$ cat src/rtl/fair_sched_pkg.sv
// fair_sched_pkg: shared state type, counter width and saturating increment for fair_sched.
package fair_sched_pkg;

    typedef enum logic [1:0] {IDLE, RUN, HOLD} state_t;

    localparam int CNT_W = 4;

    function automatic logic [CNT_W-1:0] sat_inc(input logic [CNT_W-1:0] v, input logic [CNT_W-1:0] m);
        return (v >= m) ? m : v + 1'b1;
    endfunction

endpackage

$ cat src/rtl/fair_sched_sat_counter.sv
// sat_counter: counter with async reset, sync clear and increment saturating at MAX.
module sat_counter
    import fair_sched_pkg::*;
#(
    parameter logic [CNT_W-1:0] MAX = 4'd15
) (
    input  logic             i_clk,
    input  logic             i_rst_n,
    input  logic             i_clr,
    input  logic             i_inc,
    output logic [CNT_W-1:0] o_cnt
);

    logic [CNT_W-1:0] r_cnt;

    always_ff @(posedge i_clk or negedge i_rst_n) begin
        if (!i_rst_n)   r_cnt <= '0;
        else if (i_clr) r_cnt <= '0;
        else if (i_inc) r_cnt <= sat_inc(r_cnt, MAX);
    end

    assign o_cnt = r_cnt;

endmodule

$ cat src/rtl/fair_sched.sv
// fair_sched: passes environment select/pause choices through, overriding them to bound
// process starvation and pause run length.
module fair_sched
    import fair_sched_pkg::*;
#(
    parameter int MAX_STARVE = 3,
    parameter int MAX_PAUSE  = 2,
    parameter bit RR_ONLY    = 1'b0
) (
    input  logic             i_clock,
    input  logic             i_reset_n,
    input  logic             i_enable,
    input  logic             i_nd_select,
    input  logic             i_nd_pause,
    output logic             o_select,
    output logic             o_pause,
    output logic             o_forced,
    output logic [CNT_W-1:0] o_starve0,
    output logic [CNT_W-1:0] o_starve1
);

    localparam logic [CNT_W-1:0] L_MS = CNT_W'(MAX_STARVE);
    localparam logic [CNT_W-1:0] L_MP = CNT_W'(MAX_PAUSE);

    state_t           r_state;
    logic             r_select, r_pause, r_forced;
    logic [CNT_W-1:0] w_pause_run;
    logic             w_step, w_cand, w_sel_forced, w_sel_next, w_pause_forced, w_pause_next;

    assign w_step         = (r_state == RUN) && i_enable;
    assign w_cand         = RR_ONLY ? ~r_select : i_nd_select;
    // the process not proposed gets the slot once it has waited the maximum
    assign w_sel_forced   = ((w_cand ? o_starve0 : o_starve1) == L_MS);
    assign w_sel_next     = w_sel_forced ? ~w_cand : w_cand;
    assign w_pause_forced = (w_pause_run == L_MP);
    assign w_pause_next   = ~w_pause_forced & i_nd_pause;

    sat_counter #(.MAX(L_MS)) u_starve0 (
        .i_clk(i_clock), .i_rst_n(i_reset_n),
        .i_clr(w_step & ~w_sel_next), .i_inc(w_step & w_sel_next), .o_cnt(o_starve0)
    );

    sat_counter #(.MAX(L_MS)) u_starve1 (
        .i_clk(i_clock), .i_rst_n(i_reset_n),
        .i_clr(w_step & w_sel_next), .i_inc(w_step & ~w_sel_next), .o_cnt(o_starve1)
    );

    sat_counter #(.MAX(L_MP)) u_pause_run (
        .i_clk(i_clock), .i_rst_n(i_reset_n),
        .i_clr(w_step & ~w_pause_next), .i_inc(w_step & w_pause_next), .o_cnt(w_pause_run)
    );

    always_ff @(posedge i_clock or negedge i_reset_n) begin
        if (!i_reset_n) begin
            r_state  <= IDLE;
            r_select <= 1'b0;
            r_pause  <= 1'b1;
            r_forced <= 1'b0;
        end else begin
            case (r_state)
                IDLE: r_state <= RUN;
                RUN: begin
                    if (!i_enable) begin
                        r_state <= HOLD;
                    end else begin
                        r_select <= w_sel_next;
                        r_pause  <= w_pause_next;
                        r_forced <= w_sel_forced | w_pause_forced;
                    end
                end
                HOLD: if (i_enable) r_state <= RUN;
                default: r_state <= IDLE;
            endcase
        end
    end

    assign o_select = r_select;
    assign o_pause  = r_pause;
    assign o_forced = r_forced;

endmodule

$ cat config.mk
export PLATFORM = sky130hd
export DESIGN_NAME = fair_sched
export DESIGN_NICKNAME = d
export VERILOG_FILES = /design/src/rtl/fair_sched_pkg.sv /design/src/rtl/fair_sched_sat_counter.sv /design/src/rtl/fair_sched.sv
export SDC_FILE = /design/constraint.sdc
export NUM_CORES = 1
export LEC_CHECK = 0
export BUFFER_PORTS_ARGS = -buffer_cell sky130_fd_sc_hd__clkbuf_2
export CAP_MARGIN = 20
export CORE_UTILIZATION = 32
export CTS_CLUSTER_DIAMETER = 120
export DETAILED_ROUTE_END_ITERATION = 10
export SETUP_SLACK_MARGIN = 0.5
export SLEW_MARGIN = 20
export SYNTH_ARGS = -nofsm -noshare
export SYNTH_HDL_FRONTEND = slang
export SYNTH_SLANG_ARGS = --single-unit
$ cat constraint.sdc
create_clock -name i_clock -period 2.6 [get_ports i_clock]
set_input_delay 0.13 -clock i_clock [delete_from_list [all_inputs] [get_ports i_clock]]
set_output_delay 0.13 -clock i_clock [all_outputs]
set_load 0.01 [all_outputs]
* After elaboration in Yosys (flattened, before gate mapping)
Index checks and enable logic that the tools add are counted.
** Storage, ports and cells
- Logic and storage cells :: 49
- Output and inout port bits :: 11
- Bits of input ports :: 5
- Flip-flop bits (word level) :: 17
** Operators by class
- Bitwise operators :: 10
- Mux-type cells :: 14
- $add $sub $neg :: 3
- Order comparisons :: 3
- Reductions and logical operators :: 6
- Eq/ne operators :: 6
** Operators with widths (number)
- 4-bit two-way mux :: 10
- 4-bit by 1-bit adder with 4-bit output (second input constant) :: 3
- 4-bit by 2-bit >= comparator with 1-bit output (second input constant) :: 3
- 4-bit by 2-bit equality test with 1-bit output (second input constant) :: 2
- 2-bit case mux with 3 select lines :: 1
- 1-bit bitwise AND :: 5
- 2-bit two-way mux :: 2
- 2-bit inequality test (second input constant) :: 2
- 1-bit NOT :: 4
- 2-bit AND reduction :: 2
- 2-bit nonzero test :: 2
- 2-bit by 1-bit equality test with 1-bit output (second input constant) :: 1
- 2-bit equality test (second input constant) :: 1
- 2-bit zero test :: 1
- 1-bit logical AND :: 1
- 1-bit two-way mux :: 1
- 1-bit bitwise OR :: 1

* Logic depth before layout (Yosys ltp)
Gate-level depths: netlist of the first run.
- Depth after elaboration :: 7
- Gate-level depth with buffers :: 5
- Gate-level depth less buffers :: 5

* Cells and area by module
Synthesis of the first run repeated with hierarchy kept, for this count alone.
** Unflattened totals
- Cell total of the unflattened synthesis :: 72
- Area, all modules :: 835.8 µm²
** Modules (own cells, without submodules)
- sat_counter at u_starve0 ... :: cells an instance 13, area an instance 162.7 µm², instances 2, seq. area each 100.1 µm²
- fair_sched :: cells an instance 29, area an instance 300.3 µm², instances 1, seq. area each 126.4 µm²
- sat_counter at u_pause_run :: cells an instance 17, area an instance 210.2 µm², instances 1, seq. area each 100.1 µm²

* Least setup slack after synthesis of the first run
OpenSTA, ideal clock, no wires.
- Path kind :: register to register
- From :: reg u_starve0.r_cnt[2] (netlist: u_starve0.o_cnt[2])
- To :: reg r_select (netlist: o_select)
- Cell stages (with the launch flop) :: 4
- Clock period less this slack :: 1.246 ns
- Library setup time :: 0.131 ns
- Data arrival time :: 1.115 ns
- Path buffers :: 0
- Setup slack :: 1.354 ns
- Data required time :: 2.469 ns
- Cell sequence :: dfrtp_1 -> or3b_4 -> o22ai_2 -> o21ai_0
** On the way
- Word-level cells in the longest chain between the ends :: 3
** RTL lines
- from (decl) :: RTL line fair_sched_sat_counter.sv:14 : logic [CNT_W-1:0] r_cnt;
- from (signal assigned) :: RTL line fair_sched_sat_counter.sv:19 : else if (i_inc) r_cnt <= sat_inc(r_cnt, MAX);
- 4-bit two-way mux :: RTL line fair_sched.sv:33 : assign w_sel_forced = ((w_cand ? o_starve0 : o_starve1) == L_MS);
- 4-bit by 2-bit equality test with 1-bit output :: RTL line fair_sched.sv:33
- 1-bit two-way mux :: RTL line fair_sched.sv:34 : assign w_sel_next = w_sel_forced ? ~w_cand : w_cand;
- to (signal assigned) :: RTL line fair_sched.sv:66 : r_select <= w_sel_next;
- to (decl) :: RTL line fair_sched.sv:26 : logic r_select, r_pause, r_forced;
Every way passes these cells.
A chain may end at the register's enable or synchronous reset.

* Worst setup path after layout of the first run
- From :: reg r_state[1]
- To :: reg u_pause_run.r_cnt[1] (netlist: u_pause_run.o_cnt[1])
** On the way
- Word-level cells in the longest chain between the ends :: 4
- Elaborated cells between the ends (all ways) :: 6
- Those cells by class :: eq/ne: 1; mux: 1; bitwise: 2; reduce/logical: 2
** RTL lines
- from (decl) :: RTL line fair_sched.sv:25 : state_t r_state;
- from (signal assigned) :: RTL line fair_sched.sv:55 : r_state <= IDLE;
- from (signal assigned) :: RTL line fair_sched.sv:61 : IDLE: r_state <= RUN;
- from (signal assigned) :: RTL line fair_sched.sv:64 : r_state <= HOLD;
- 2-bit by 1-bit equality test with 1-bit output (*) :: RTL line fair_sched.sv:30 : assign w_step = (r_state == RUN) && i_enable;
- 1-bit logical AND (*) :: RTL line fair_sched.sv:30
- 1-bit bitwise AND :: RTL line fair_sched.sv:50 : .i_clr(w_step & ~w_pause_next), .i_inc(w_step & w_pause_next), .o_cnt(w_pause_run)
- 4-bit two-way mux / 2-bit nonzero test (equally long branches)
- to (signal assigned) :: RTL line fair_sched_sat_counter.sv:19
- to (decl) :: RTL line fair_sched_sat_counter.sv:14
Mark *: on every way between the ends. The rest lies on a longest branch, timed or not.

==> metrics.txt, run 1 <==
clk slew on worst S/H paths=0.09 ns; Synth Flop Type=dfrtp_1; most frequent cell after synthesis=dfrtp_1; Adder-Cell Fraction of Synth Area=0.0640; PortBufs=15; Seq pwr share=0.478; share of cells above drive strength 1=0.267; Crit. End Element=register; Final Worst Setup Slack=1.14 ns; Final Cell Area=918 µm²; die width=51.4 µm; core area=2250 µm²; maximum clock frequency=0.683 GHz; Slew @ Worst Pin=0.594 ns; initial core utilization=0.347; post-synthesis xor/xnor area fraction=0.0112; final setup vio count=0; post-CTS sizing=0; pre-CTS WS=1.12 ns; initial antenna violation count=0; complex-gate fraction of the synthesized area=0.166; Net Sw Frac=0.370; WL per Instance=12.0 µm; setup bufs post-CTS=0; Post-Synth Simple-Gate Area=0.190; worst-skew pair later-pin latency=0.29 ns; maximum VDD drop=489 µV; CTS tree=built; CP max-delay cell=nand3b_1; CTS Sinks=17; sequential fraction of the synthesis area=0.546; Commonest cells post-synth=dfrtp_1, nand2_1, o21ai_0; synthesized area per cell=10.9 µm²; vias in the first global route=517; fin nets=100; Reg-to-Reg Start=r_state[1]; Crit Reg-Reg Endpoint=u_pause_run.o_cnt[1]; CP delay by family, top=simple AND/OR/NAND/NOR gates; post-place instance area=882 µm²; # IOs=16; Max-Cap Viols=0; RD Place Congestion=0.691; flops & latches, synth=17; Final min period=1.46 ns; Post-synth EDFFs=0; Syn-to-layout area delta=17.4%; Final Skew=0.00220 ns; internal power=0.559 mW; relative slew slack=0.603; Die Y=51.4 µm; Post-Syn Nets=81; PwrDens=966 nW/µm²; Register-to-Register Path Depth=3; unrepaired setup endpoints after global routing=false; post-synthesis cell count=72; Critical Path Source Type=register; first-pass GRT wire length=2410 µm; CTS Root Cell=clkbuf_4; Max Buffers Root-to-Sink=2; Tcrit/Tclk final=0.563; vias per std cell=4.96; GRT overflow=0; post-synth design cell area=782 µm²; Vias=585; initial DRC count=6; Comb pwr share=0.368; mux share of post-synthesis cell area=0; clock network power share=0.155; die area=2650 µm²; Routed Antenna Nets=0; top cell type by total area after synthesis=dfrtp_1; hpwl dp=1030 µm; Buf+Inv Stages, Crit Path=0; TritonCTS Buffers=3; Setup TNS=0 ns; Routed WL=1420 µm; CP max stage delay=0.51 ns; fin. max-slew vios=0; FF-to-FF setup slack=1.14 ns; sw power=0.328 mW; Hold Path Sink=r_state[1]; Critical Path AT=1.68 ns; final-report hold violation count=0; kind of critical path=reg -> reg; worst-path cell chain=nand3b_1, a21oi_1, a2bb2oi_1; Initial DRT Pass Iterations=4; largest net degree at the start of global routing=19; synth warn=0; post-synth top area share=0.512; Hold Startpoint=i_enable; Power Total=0.887 mW; largest family of logic cells by synthesized area=simple AND/OR/NAND/NOR gates; gr usage total=0.130; DR DRC count=0; WP data required=2.81 ns; Leak=0.442 nW; Max H-tree Level=1; Hold Crit Class=in -> reg; WHS Path Cells=2; post-synth cell types=26; row count=17; run status=completed; top cells by area, synth=dfrtp_1, ha_1, o21ai_0; asr flop ratio synth=1.00; antenna fix cells=0; worst-path fanout max=18
[cell type report]
class | count | area [µm²]
flip-flops and latches | 17 | 427
well taps | 28 | 35.0
repair buffers | 16 | 85.1
fillers | 239 | 1340
inverters | 2 | 7.51
clock buffers | 4 | 26.3
multi-input cells | 51 | 338
[worst reg2reg max path, stage by stage (launching register included)]
cell and delay (ns):
dfrtp_1 0.42, nand3b_1 0.51, a21oi_1 0.29, a2bb2oi_1 0.18
[kinds of logic (layout without fill, tap and decap cells)]
group	count (synthesis)	in the layout
AND/OR/NAND/NOR	26	26
XOR/XNOR	1	1
adder cells (fa/ha/maj)	4	4
buffers and inverters	4	22
flip-flops	17	17
AO/OA/AOI/OAI	20	20
[worst max path at each step]
stage	startpoint	endpoint	slack, ns	cells after the start
3_3_place_gp	r_state[1]	u_pause_run.o_cnt[1]	1.19	3
6_report	r_state[1]	u_pause_run.o_cnt[1]	1.14	3
5_1_grt	r_state[1]	u_pause_run.o_cnt[1]	0.97	3
4_1_cts	r_state[1]	u_pause_run.o_cnt[1]	1.09	3
2_1_floorplan	u_starve0.o_cnt[2]	o_select	1.35	3
3_5_place_dp	r_state[1]	u_pause_run.o_cnt[1]	1.12	3
[power groups by stage]
stage	combinational [mW]	clock [mW]	sequential, mW
6_report	0.326	0.137	0.424
5_1_grt	0.372	0.162	0.435
4_1_cts	0.333	0.143	0.424
3_5_place_dp	0.329	0	0.428
3_3_place_gp	0.321	0	0.423
2_1_floorplan	0.219	0	0.435
[metrics by stage]
step / instances / util / hold WS (ns)
2_1_floorplan: 72 / - / -0.166
3_3_place_gp: 113 / 0.391 / 0.0857
3_5_place_dp: 113 / 0.391 / 0.0848
4_1_cts: 118 / 0.407 / 0.0184
5_1_grt: 118 / 0.407 / 0.0105
6_report: 118 / 0.407 / 0.0275
[layout by cell type, fill, tap and decap left out, types with 2 or more instances in the layout]
cell / synthesis / layout
and2_1: 4 / 4
a21oi_1: 5 / 5
a31oi_1: 2 / 2
nand2_1: 7 / 7
o21ai_0: 7 / 7
clkbuf_2: 0 / 15
ha_1: 4 / 4
a22o_1: 2 / 2
inv_1: 2 / 2
clkbuf_4: 0 / 3
nor2_1: 6 / 6
dfrtp_1: 16 / 16
[sequential cells by signal (all words and copies together), names as in the netlist]
register / count
u_starve0.o_cnt: 4
u_pause_run.o_cnt: 4
o_select: 1
o_forced: 1
o_pause: 1
r_state: 2
u_starve1.o_cnt: 4
[timing repair]
item | CTS | global route
setup endpoints to repair | 0 | 0
hold endpoints to repair | 16 | 0
hold buffers | 1 | 0
[routing by layer]
layer	vias up	global-route usage	part of all wire	routed length, µm
li1	295	-	-	-
met1	271	0.169	0.47	661
met2	17	0.188	0.46	656
met3	2	0.0625	0.064	90
met4	0	0.0405	0.0056	8
met5	-	0	0	0
Power figures use the tool's default switching activity.
==> run 2, diff against run 1 <==
- ABC_AREA: unset -> 1
- clock period: 2.6 -> 1.3 ns (I/O delays scaled with it)
==> run 2 against run 1 <==
  * Synthesized cell count rose by 44%
  * Critical path depth rose by 3
  * Sequential cell count did not move
  * Count of clock-buffer cells in the layout fell by 1
  * Critical path type unchanged
  * Hold slack got worse by 0.020 ns
==> metrics.txt, run 2 <==
run status=completed; Max-Cap Viols=0; PwrDens=1880 nW/µm²; initial core utilization=0.341; # IOs=16; post-synthesis cell count=104; antenna fix cells=0; Post-Syn Nets=113; synthesized area per cell=8.12 µm²; CTS Root Cell=clkbuf_4; Commonest cells post-synth=nand2_1, inv_1, dfrtp_1; Crit. End Element=register; area taken by multi-input logic gates=435 µm²; post-synth design cell area=845 µm²; post-synth top area share=0.474; synth warn=0; CP max stage delay=0.42 ns; clk slew on worst S/H paths=0.11 ns; post-synth cell types=17; CP max-delay cell=dfrtp_1; TritonCTS Buffers=3; CTS tree=built; vias in the first global route=702; commonest non-fill, non-tap cell in the layout=nand2_1; fill cell count=240; share of cells above drive strength 1=0.443; core area=2480 µm²; Buf+Inv Stages, Crit Path=1; flops & latches, synth=17; WP data required=1.49 ns; Initial DRT Pass Iterations=4; hpwl dp=1220 µm; non-filler cells, final=170; die area=2850 µm²; first-pass GRT wire length=2970 µm; fin nets=150; Post-synth EDFFs=0; dpl cells=149; Routed WL=1840 µm; PortBufs=15; top cells by area, synth=dfrtp_1, nand2_1, inv_1; Vias=765; die width=53.4 µm; row count=18; Tcrit/Tclk final=0.836; kind of critical path=reg -> reg; unrepaired setup endpoints after global routing=true; vias per std cell=4.50; fin. max-slew vios=0; CP delay by family, top=flip-flops; Synth Flop Type=dfrtp_1; relative slew slack=0.720; final-report hold violation count=0; WL per Instance=10.8 µm; Hold Crit Class=in -> reg; initial DRC count=2; Slew @ Worst Pin=0.420 ns; RD Place Congestion=0.776; Syn-to-layout area delta=49.8%; Routed Antenna Nets=0; Setup TNS=0 ns; GRT overflow=0; worst-skew pair later-pin latency=0.30 ns; Max Buffers Root-to-Sink=2; maximum clock frequency=0.920 GHz; Critical Path Source Type=register; Final min period=1.09 ns; Leak=0.701 nW; Reg area=429 µm²; asr flop ratio synth=1.00; gr usage total=0.150; most frequent cells in the layout=nand2_1, inv_1, dfrtp_1; sequential fraction of the synthesis area=0.505; final setup vio count=0; worst-path cell chain=inv_2, ha_4, nand2_1, nand2_1, nor2_1, nor2_1; worst-path fanout max=3; CTS Sinks=17; Critical Path AT=1.28 ns; initial antenna violation count=0; maximum VDD drop=1180 µV; most frequent cell after synthesis=nand2_1; Final Skew=0.00714 ns; largest net degree at the start of global routing=18; Die Y=53.4 µm; DR DRC count=0; top cell type by total area after synthesis=dfrtp_1; Max H-tree Level=1
## run 2: path summary, 6_finish.rpt
path / start / to / slack [ns] / depth (start not counted)
hold reg to reg: o_pause / o_pause / 0.49 / 2
hold / removal: i_nd_pause / o_pause / 0.008 / 3
setup / recovery: u_pause_run.o_cnt[0] / o_forced / 0.21 / 6
setup reg to reg: u_pause_run.o_cnt[0] / o_forced / 0.21 / 6
min in group asynchronous: i_reset_n / u_pause_run.o_cnt[2] / 0.22 / 2
max in group asynchronous: i_reset_n / o_pause / 0.76 / 2
## run 2: through the flow
stage                util  setup slack [ns]  cell area, µm²  hold WS, ns  total power, mW
finish              0.511             0.213            1260      0.00770             2.38
global route        0.511             0.151            1260      0.00460             2.59
CTS                 0.475             0.246            1180      0.00595             2.22
detailed placement  0.412             0.223            1020       0.0335             1.69
global placement    0.412             0.249            1020       0.0251             1.66
floorplan               -             0.269             912       -0.231             1.45
## run 2: timing repair
action                                  CTS  global route
gates cloned                              0             0
buffers inserted                          9             6
endpoints found under the hold margin    17             0
endpoints found under the setup margin   28            28
hold buffers                              2             0
pin swaps                                 8             8
resized for setup                         7            15
## run 2: area by class of cell
class / count / share of cell area
inverter: 21 / 0.0663
clock inverter: 1 / 0.00593
timing repair buffer: 33 / 0.197
multi-input combinational: 65 / 0.344
sequential: 17 / 0.339
clock buffer: 3 / 0.0178
tap: 30 / 0.0297
## run 2: layer usage
metal / vias to the layer above / track usage / wire, µm
met5: - / 0 / 0
met4: 0 / 0.0746 / 40
met3: 5 / 0.0460 / 50
met2: 12 / 0.250 / 958
met1: 355 / 0.172 / 787
li1: 393 / - / -
## run 2: worst min-delay path, stage by stage
cell      delay, ns
clkbuf_2       0.10
nand2_2        0.09
o21ai_1        0.06
## run 2: power by group
group	internal (mW)	total, mW	leakage [nW]	switching, mW
sequential	0.702	0.878	0.217	0.176
clock	0.117	0.295	0.0139	0.178
combinational	0.643	1.21	0.470	0.564
## run 2: cells by family (layout without fill, tap and decap cells)
group,Yosys count,in the layout,synth area share
buffers and inverters,22,58,0.102
XOR/XNOR,1,1,0.0104
adder cells (fa/ha/maj),4,4,0.0593
AO/OA/AOI/OAI,4,4,0.0237
flip-flops,17,17,0.505
AND/OR/NAND/NOR,56,56,0.299
